<file path="config.mk">
export PLATFORM = sky130hd
export DESIGN_NAME = rgb_axis_packer
export DESIGN_NICKNAME = d
export VERILOG_FILES = /design/src/rtl/rgb_axis_packer.sv
export SDC_FILE = /design/constraint.sdc
export NUM_CORES = 1
export LEC_CHECK = 0
export ABC_AREA = 1
export BUFFER_PORTS_ARGS = -buffer_cell sky130_fd_sc_hd__buf_2
export CAP_MARGIN = 20
export CORE_UTILIZATION = 25
export CTS_CLUSTER_DIAMETER = 40
export CTS_CLUSTER_SIZE = 20
export DETAILED_ROUTE_END_ITERATION = 10
export GPL_TIMING_DRIVEN = 0
export HOLD_SLACK_MARGIN = 0.06
export PLACE_DENSITY_LB_ADDON = 0.3
export SYNTH_ARGS = -nofsm -noshare
export SYNTH_HDL_FRONTEND = slang
export SYNTH_SLANG_ARGS = --single-unit
</file>
<file path="constraint.sdc">
create_clock -name clk -period 5.2 [get_ports clk]
set_input_delay 1.04 -clock clk [delete_from_list [all_inputs] [get_ports clk]]
set_output_delay 1.04 -clock clk [all_outputs]
set_load 0.01 [all_outputs]
</file>
<file path="src/rtl/rgb_axis_packer.sv">
// rgb_axis_packer: packs 24-bit RGB pixels (byte stream b,g,r) into a 32-bit
// AXI4-Stream video stream, four pixels per three words, flushing partial words at EOL.
// Ports:
//   clk, reset            - single clock, synchronous active-high reset
//   image_width           - expected pixels per line, sampled on an accepted SOF pixel
//   in_valid/in_ready     - pixel handshake (in_ready is combinational)
//   in_r/in_g/in_b        - pixel colour; in_sof/in_eol frame/line markers
//   m_axis_*              - registered AXI4-Stream master (tdata/tkeep/tvalid/tuser/tlast)
//   err_eol_early/late    - sticky line-length errors, cleared only by reset
module rgb_axis_packer #(
    parameter int unsigned WIDTH_BITS = 13
) (
    input  logic                  clk,
    input  logic                  reset,
    input  logic [WIDTH_BITS-1:0] image_width,
    input  logic                  in_valid,
    output logic                  in_ready,
    input  logic [7:0]            in_r,
    input  logic [7:0]            in_g,
    input  logic [7:0]            in_b,
    input  logic                  in_sof,
    input  logic                  in_eol,
    output logic [31:0]           m_axis_tdata,
    output logic [3:0]            m_axis_tkeep,
    output logic                  m_axis_tvalid,
    input  logic                  m_axis_tready,
    output logic                  m_axis_tuser,
    output logic                  m_axis_tlast,
    output logic                  err_eol_early,
    output logic                  err_eol_late
);

    typedef enum logic {S_PACK, S_FLUSH} state_t;

    state_t                state_q, state_d;
    logic [1:0]            phase_q, phase_d;
    logic [23:0]           res_q, res_d;
    logic [WIDTH_BITS-1:0] cnt_q, cnt_d;
    logic [WIDTH_BITS-1:0] width_q, width_d;
    logic                  sof_pend_q, sof_pend_d;
    logic [31:0]           fl_data_q, fl_data_d;
    logic [3:0]            fl_keep_q, fl_keep_d;
    logic [31:0]           tdata_q, tdata_d;
    logic [3:0]            tkeep_q, tkeep_d;
    logic                  tvalid_q, tvalid_d;
    logic                  tuser_q, tuser_d;
    logic                  tlast_q, tlast_d;
    logic                  early_q, early_d;
    logic                  late_q, late_d;

    // Next-state logic: packing per phase, EOL flush, tuser and line-length checks
    always_comb begin
        logic [23:0]           pix;
        logic                  out_free;
        logic                  acc;
        logic [1:0]            eff_phase;
        logic [23:0]           eff_res;
        logic [WIDTH_BITS-1:0] eff_cnt;
        logic [WIDTH_BITS-1:0] eff_width;
        logic [WIDTH_BITS-1:0] cnt_plus;
        logic                  emit;
        logic [31:0]           word;
        logic [3:0]            keep;
        logic                  last;

        state_d    = state_q;
        phase_d    = phase_q;
        res_d      = res_q;
        cnt_d      = cnt_q;
        width_d    = width_q;
        sof_pend_d = sof_pend_q;
        fl_data_d  = fl_data_q;
        fl_keep_d  = fl_keep_q;
        tdata_d    = tdata_q;
        tkeep_d    = tkeep_q;
        tvalid_d   = tvalid_q;
        tuser_d    = tuser_q;
        tlast_d    = tlast_q;
        early_d    = early_q;
        late_d     = late_q;

        pix       = {in_r, in_g, in_b};
        out_free  = ~tvalid_q | m_axis_tready;
        in_ready  = (state_q == S_PACK) & out_free;
        acc       = in_valid & in_ready;
        eff_phase = in_sof ? 2'd0 : phase_q;
        eff_res   = in_sof ? 24'd0 : res_q;
        eff_cnt   = in_sof ? '0 : cnt_q;
        eff_width = in_sof ? image_width : width_q;
        cnt_plus  = eff_cnt + WIDTH_BITS'(1);
        emit      = 1'b1;
        word      = 32'd0;
        keep      = 4'b1111;
        last      = in_eol;

        // Word drained with nothing new to load
        if (tvalid_q & m_axis_tready) begin
            tvalid_d = 1'b0;
        end

        case (state_q)
            S_PACK: begin
                if (acc) begin
                    case (eff_phase)
                        2'd0: begin
                            res_d = pix;
                            if (in_eol) begin
                                word = {8'h00, pix};
                                keep = 4'b0111;
                            end else begin
                                emit = 1'b0;
                            end
                        end
                        2'd1: begin
                            word  = {pix[7:0], eff_res[23:0]};
                            res_d = {8'h00, pix[23:8]};
                            if (in_eol) begin
                                last      = 1'b0;
                                state_d   = S_FLUSH;
                                fl_data_d = {16'h0000, pix[23:8]};
                                fl_keep_d = 4'b0011;
                            end
                        end
                        2'd2: begin
                            word  = {pix[15:0], eff_res[15:0]};
                            res_d = {16'h0000, pix[23:16]};
                            if (in_eol) begin
                                last      = 1'b0;
                                state_d   = S_FLUSH;
                                fl_data_d = {24'h000000, pix[23:16]};
                                fl_keep_d = 4'b0001;
                            end
                        end
                        default: begin
                            word  = {pix, eff_res[7:0]};
                            res_d = 24'd0;
                        end
                    endcase

                    if (in_eol) begin
                        phase_d = 2'd0;
                        res_d   = 24'd0;
                    end else begin
                        phase_d = eff_phase + 2'd1;
                    end

                    if (emit) begin
                        tdata_d    = word;
                        tkeep_d    = keep;
                        tlast_d    = last;
                        tvalid_d   = 1'b1;
                        tuser_d    = sof_pend_q | in_sof;
                        sof_pend_d = 1'b0;
                    end else begin
                        sof_pend_d = sof_pend_q | in_sof;
                    end

                    width_d = eff_width;
                    if (in_eol) begin
                        if (cnt_plus < eff_width) begin
                            early_d = 1'b1;
                        end
                        cnt_d = '0;
                    end else begin
                        if (cnt_plus == eff_width) begin
                            late_d = 1'b1;
                        end
                        cnt_d = cnt_plus;
                    end
                end
            end
            S_FLUSH: begin
                // Residual bytes go out once the output register is free or draining
                if (out_free) begin
                    tdata_d    = fl_data_q;
                    tkeep_d    = fl_keep_q;
                    tlast_d    = 1'b1;
                    tvalid_d   = 1'b1;
                    tuser_d    = sof_pend_q;
                    sof_pend_d = 1'b0;
                    state_d    = S_PACK;
                end
            end
            default: state_d = S_PACK;
        endcase
    end

    // State registers
    always_ff @(posedge clk) begin
        if (reset) begin
            state_q    <= S_PACK;
            phase_q    <= 2'd0;
            res_q      <= 24'd0;
            cnt_q      <= '0;
            width_q    <= '0;
            sof_pend_q <= 1'b0;
            fl_data_q  <= 32'd0;
            fl_keep_q  <= 4'd0;
            tdata_q    <= 32'd0;
            tkeep_q    <= 4'd0;
            tvalid_q   <= 1'b0;
            tuser_q    <= 1'b0;
            tlast_q    <= 1'b0;
            early_q    <= 1'b0;
            late_q     <= 1'b0;
        end else begin
            state_q    <= state_d;
            phase_q    <= phase_d;
            res_q      <= res_d;
            cnt_q      <= cnt_d;
            width_q    <= width_d;
            sof_pend_q <= sof_pend_d;
            fl_data_q  <= fl_data_d;
            fl_keep_q  <= fl_keep_d;
            tdata_q    <= tdata_d;
            tkeep_q    <= tkeep_d;
            tvalid_q   <= tvalid_d;
            tuser_q    <= tuser_d;
            tlast_q    <= tlast_d;
            early_q    <= early_d;
            late_q     <= late_d;
        end
    end

    assign m_axis_tdata  = tdata_q;
    assign m_axis_tkeep  = tkeep_q;
    assign m_axis_tvalid = tvalid_q;
    assign m_axis_tuser  = tuser_q;
    assign m_axis_tlast  = tlast_q;
    assign err_eol_early = early_q;
    assign err_eol_late  = late_q;

endmodule

</file>
==> run_results.csv <==
group,metric,value,unit
pwr,p_sw_frac,0.271,
finish,num_antenna_cells,0,
route,first_iter_violations,444,
placed_design,port_buffers,82,
clock_network,htree_levels,4,
route,first_pass_iters,7,
placed_design,globalplace.congestion,0.942,
pwr,finalPower,2.32,mW
synth,yosysWarnings,0,
synth,netlist_area,5920,um2
clock_network,clk_latency,0.43,ns
sta,period_minus_slack,3.79,ns
setup_path,startpoint_type,"input pin",
route,routed_wl,21800,um
pwr,power_density,318,nW/um2
sta,finalSetupTns,0,ns
global_routing,grt_pass1_vias,5779,
floorplanning,rows,55,
sta,max_slew_margin,0.480,
placed_design,dp_cells,1228,
clock_network,cts_buffers,17,
synth,ys_ff_latch,113,
floorplanning,coreArea,22900,um2
global_routing,overflow,0,
route,antenna_left,0,
floorplanning,die_h,156,um
sta,setup_viol,0,
clock_network,cts_tree,"built",
sta,worst_pin_slew,0.779,ns
setup_path,end_kind,"flop",
setup_path,arrival,4.06,ns
global_routing,grt_antenna_before_repair,0,
clock_network,cts_buffer_depth,2,
sta,slew_viol_final,0,
clock_network,post-cts-setup-buffers,0,
global_routing,grt_first_pass_wirelength,33600,um
pwr,ir_drop,121,uV
sta,finalClockSkew,0.00939,ns
floorplanning,start_util,0.258,
run,drv_cap,0,
finish,final_nets,995,
synth,syn_nets,894,
floorplanning,fp.dieArea,24300,um2
synth,synth_cell_types,36,
finish,final_cells,1259,
sta,period_share,0.729,
global_routing,grt_util_all_layers,0.186,
clock_network,ctsHoldBuffers,0,
sta,rsz0062_at_grt,"false",
pwr,leakagePower,3.05,nW
route,wire_per_inst,17.4,um
worst_hold_path,hold_class,"reg -> reg",
clock_network,clk_pin_slew,0.06,ns
route,vias,6109,
clock_network,cts_resized,0,
clock_network,clock-sinks,113,
floorplanning,chipWidth,156,um
setup_path,cp_max_fo,10,
pwr,p_int,1.69,mW
sta,fmax,264,MHz
setup_path,cp_data_required_time,5.47,ns
sta,hold_viol_final,0,
pwr,seqPwrFrac,0.392,
pwr,power_frac_comb,0.113,
route,drt-vias-per-instance,4.85,
placed_design,place_hpwl,16600,um
route,drc,0,
floorplanning,io_pins,85,
setup_path,path_class,"in -> reg",
pwr,p_sw,0.628,mW
pwr,pwr-share-clk,0.494,
synth,synth_cells,833,
synth,avgSynthCellArea,7.11,um2
setup_path,rrSetupSlack,2.56,ns
finish,drive_gt1_frac,0.179,
global_routing,grt_start_max_net_pins,17,
status,status,"completed",
synth,ys_seq_area_frac,0.382,
clock_network,cts_root_buffer,"clkbuf_16",
finish,syn2layout_area_growth,23.3,%
kinds of logic after synthesis:
logic type	share of synthesized area
buffers and inverters	0.0864
AOI/OAI and AO/OA	0.226
xor gates and xnor gates	0.00296
DFF	0.382
adders and majority gates	0.0380
and+or+nand+nor	0.265
layout make-up:
cell class              instances  area [um2]
flip-flops and latches        113        2260
well taps                     313         392
clock buffers                  18         439
plain buffers                  47         226
fillers                      2547       15600
repair buffers                 82         410
multi-input cells             597        3150
clock inverters                13         139
inverters                      76         285
cell usage in the layout (no fill, tap or decap), types with 18 or more instances in the layout:
cell | netlist | routed
a21oi_1 | 84 | 84
buf_2 | 12 | 94
clkbuf_1 | 25 | 25
dfxtp_1 | 113 | 113
ha_1 | 18 | 18
inv_1 | 67 | 67
nand2_1 | 184 | 184
nand3_1 | 66 | 66
nor2_1 | 51 | 51
o211ai_1 | 28 | 28
o21ai_0 | 50 | 50
worst paths after layout:
| path | endpoint | startpoint | cells past startpoint |
|---|---|---|---|
| max | err_eol_early$_SDFFE_PP0P_ | in_sof | 16 |
| max reg2reg | err_eol_early$_SDFFE_PP0P_ | cnt_q[0]$_SDFFE_PP0P_ | 13 |
| min reg2reg | m_axis_tkeep[2]$_SDFFE_PP0P_ | m_axis_tkeep[2]$_SDFFE_PP0P_ | 2 |
| min | m_axis_tkeep[2]$_SDFFE_PP0P_ | m_axis_tkeep[2]$_SDFFE_PP0P_ | 2 |
state kept, by name, summed over array words and instances (netlist names), 2 cells and up:
name and flops:
m_axis_tdata 32, res_q 24, fl_data_q 16, cnt_q 13, width_q 13, m_axis_tkeep 4
fl_keep_q 2, phase_q 2
synth_stat cells:
library cell	instances	area, um2
nor2_1	51	191
nand2_1	184	691
o221ai_1	2	17.5
nand3_1	66	330
dfxtp_1	113	2260
inv_1	67	251
o22ai_1	10	62.6
inv_2	9	33.8
nand2_2	5	31.3
a22oi_1	17	128
nand2_4	1	11.3
nand4_1	15	93.8
o21a_1	13	97.6
ha_1	18	225
nor2_2	1	6.26
clkbuf_2	1	5.00
xor2_1	2	17.5
o211ai_1	28	210
or2_2	12	75.1
clkbuf_1	25	93.8
buf_4	5	37.5
nor3_1	2	10.0
nor2_4	7	78.8
and2_1	5	31.3
buf_6	2	22.5
buf_2	12	60.1
a31oi_1	2	12.5
a21o_1	1	7.51
buf_1	2	7.51
nor2_8	1	20.0
o21bai_1	2	15.0
a211oi_1	1	7.51
a21oi_1	84	420
o21ai_0	50	250
o31ai_1	9	67.6
o21ai_1	8	40.0
metal layers:
metal | vias up | global-route usage | share of wire
met5 | - | 0 | 0
met4 | 0 | 0.0840 | 0.029
met3 | 40 | 0.0344 | 0.049
met2 | 205 | 0.291 | 0.45
met1 | 2843 | 0.246 | 0.47
li1 | 3021 | - | -
worst max-delay path, cell delays in order:
cell and delay [ns]:
buf_6 0.13, inv_2 0.14, clkbuf_1 0.52, nand2_1 0.15, inv_1 0.12, ha_1 0.19
nand3_1 0.13, nor2_4 0.24, nand4_1 0.15, and2_1 0.21, ha_1 0.32, nand4_1 0.14
nor3_1 0.33, nand2_1 0.10, nand3_1 0.10, a21oi_1 0.06
power by group through the flow:
stage / Sequential [mW] / Clock, mW / Combinational (mW)
floorplan: 0.932 / 0 / 0.148
global placement: 0.928 / 0 / 0.263
detailed placement: 0.929 / 0 / 0.262
CTS: 0.911 / 1.17 / 0.264
global route: 0.914 / 1.20 / 0.290
finish: 0.911 / 1.15 / 0.263
metrics by stage:
stage | cell area, um2 | utilization | worst slack (ns) | hold WS [ns]
2_1_floorplan | 5920 | - | 1.86 | 0.424
3_3_place_gp | 6730 | 0.293 | 1.06 | 0.431
3_5_place_dp | 6730 | 0.293 | 1.06 | 0.440
4_1_cts | 7300 | 0.319 | 1.49 | 0.451
5_1_grt | 7300 | 0.319 | 1.14 | 0.466
6_report | 7300 | 0.319 | 1.41 | 0.448
No activity file was read; power rests on OpenSTA's default activity.
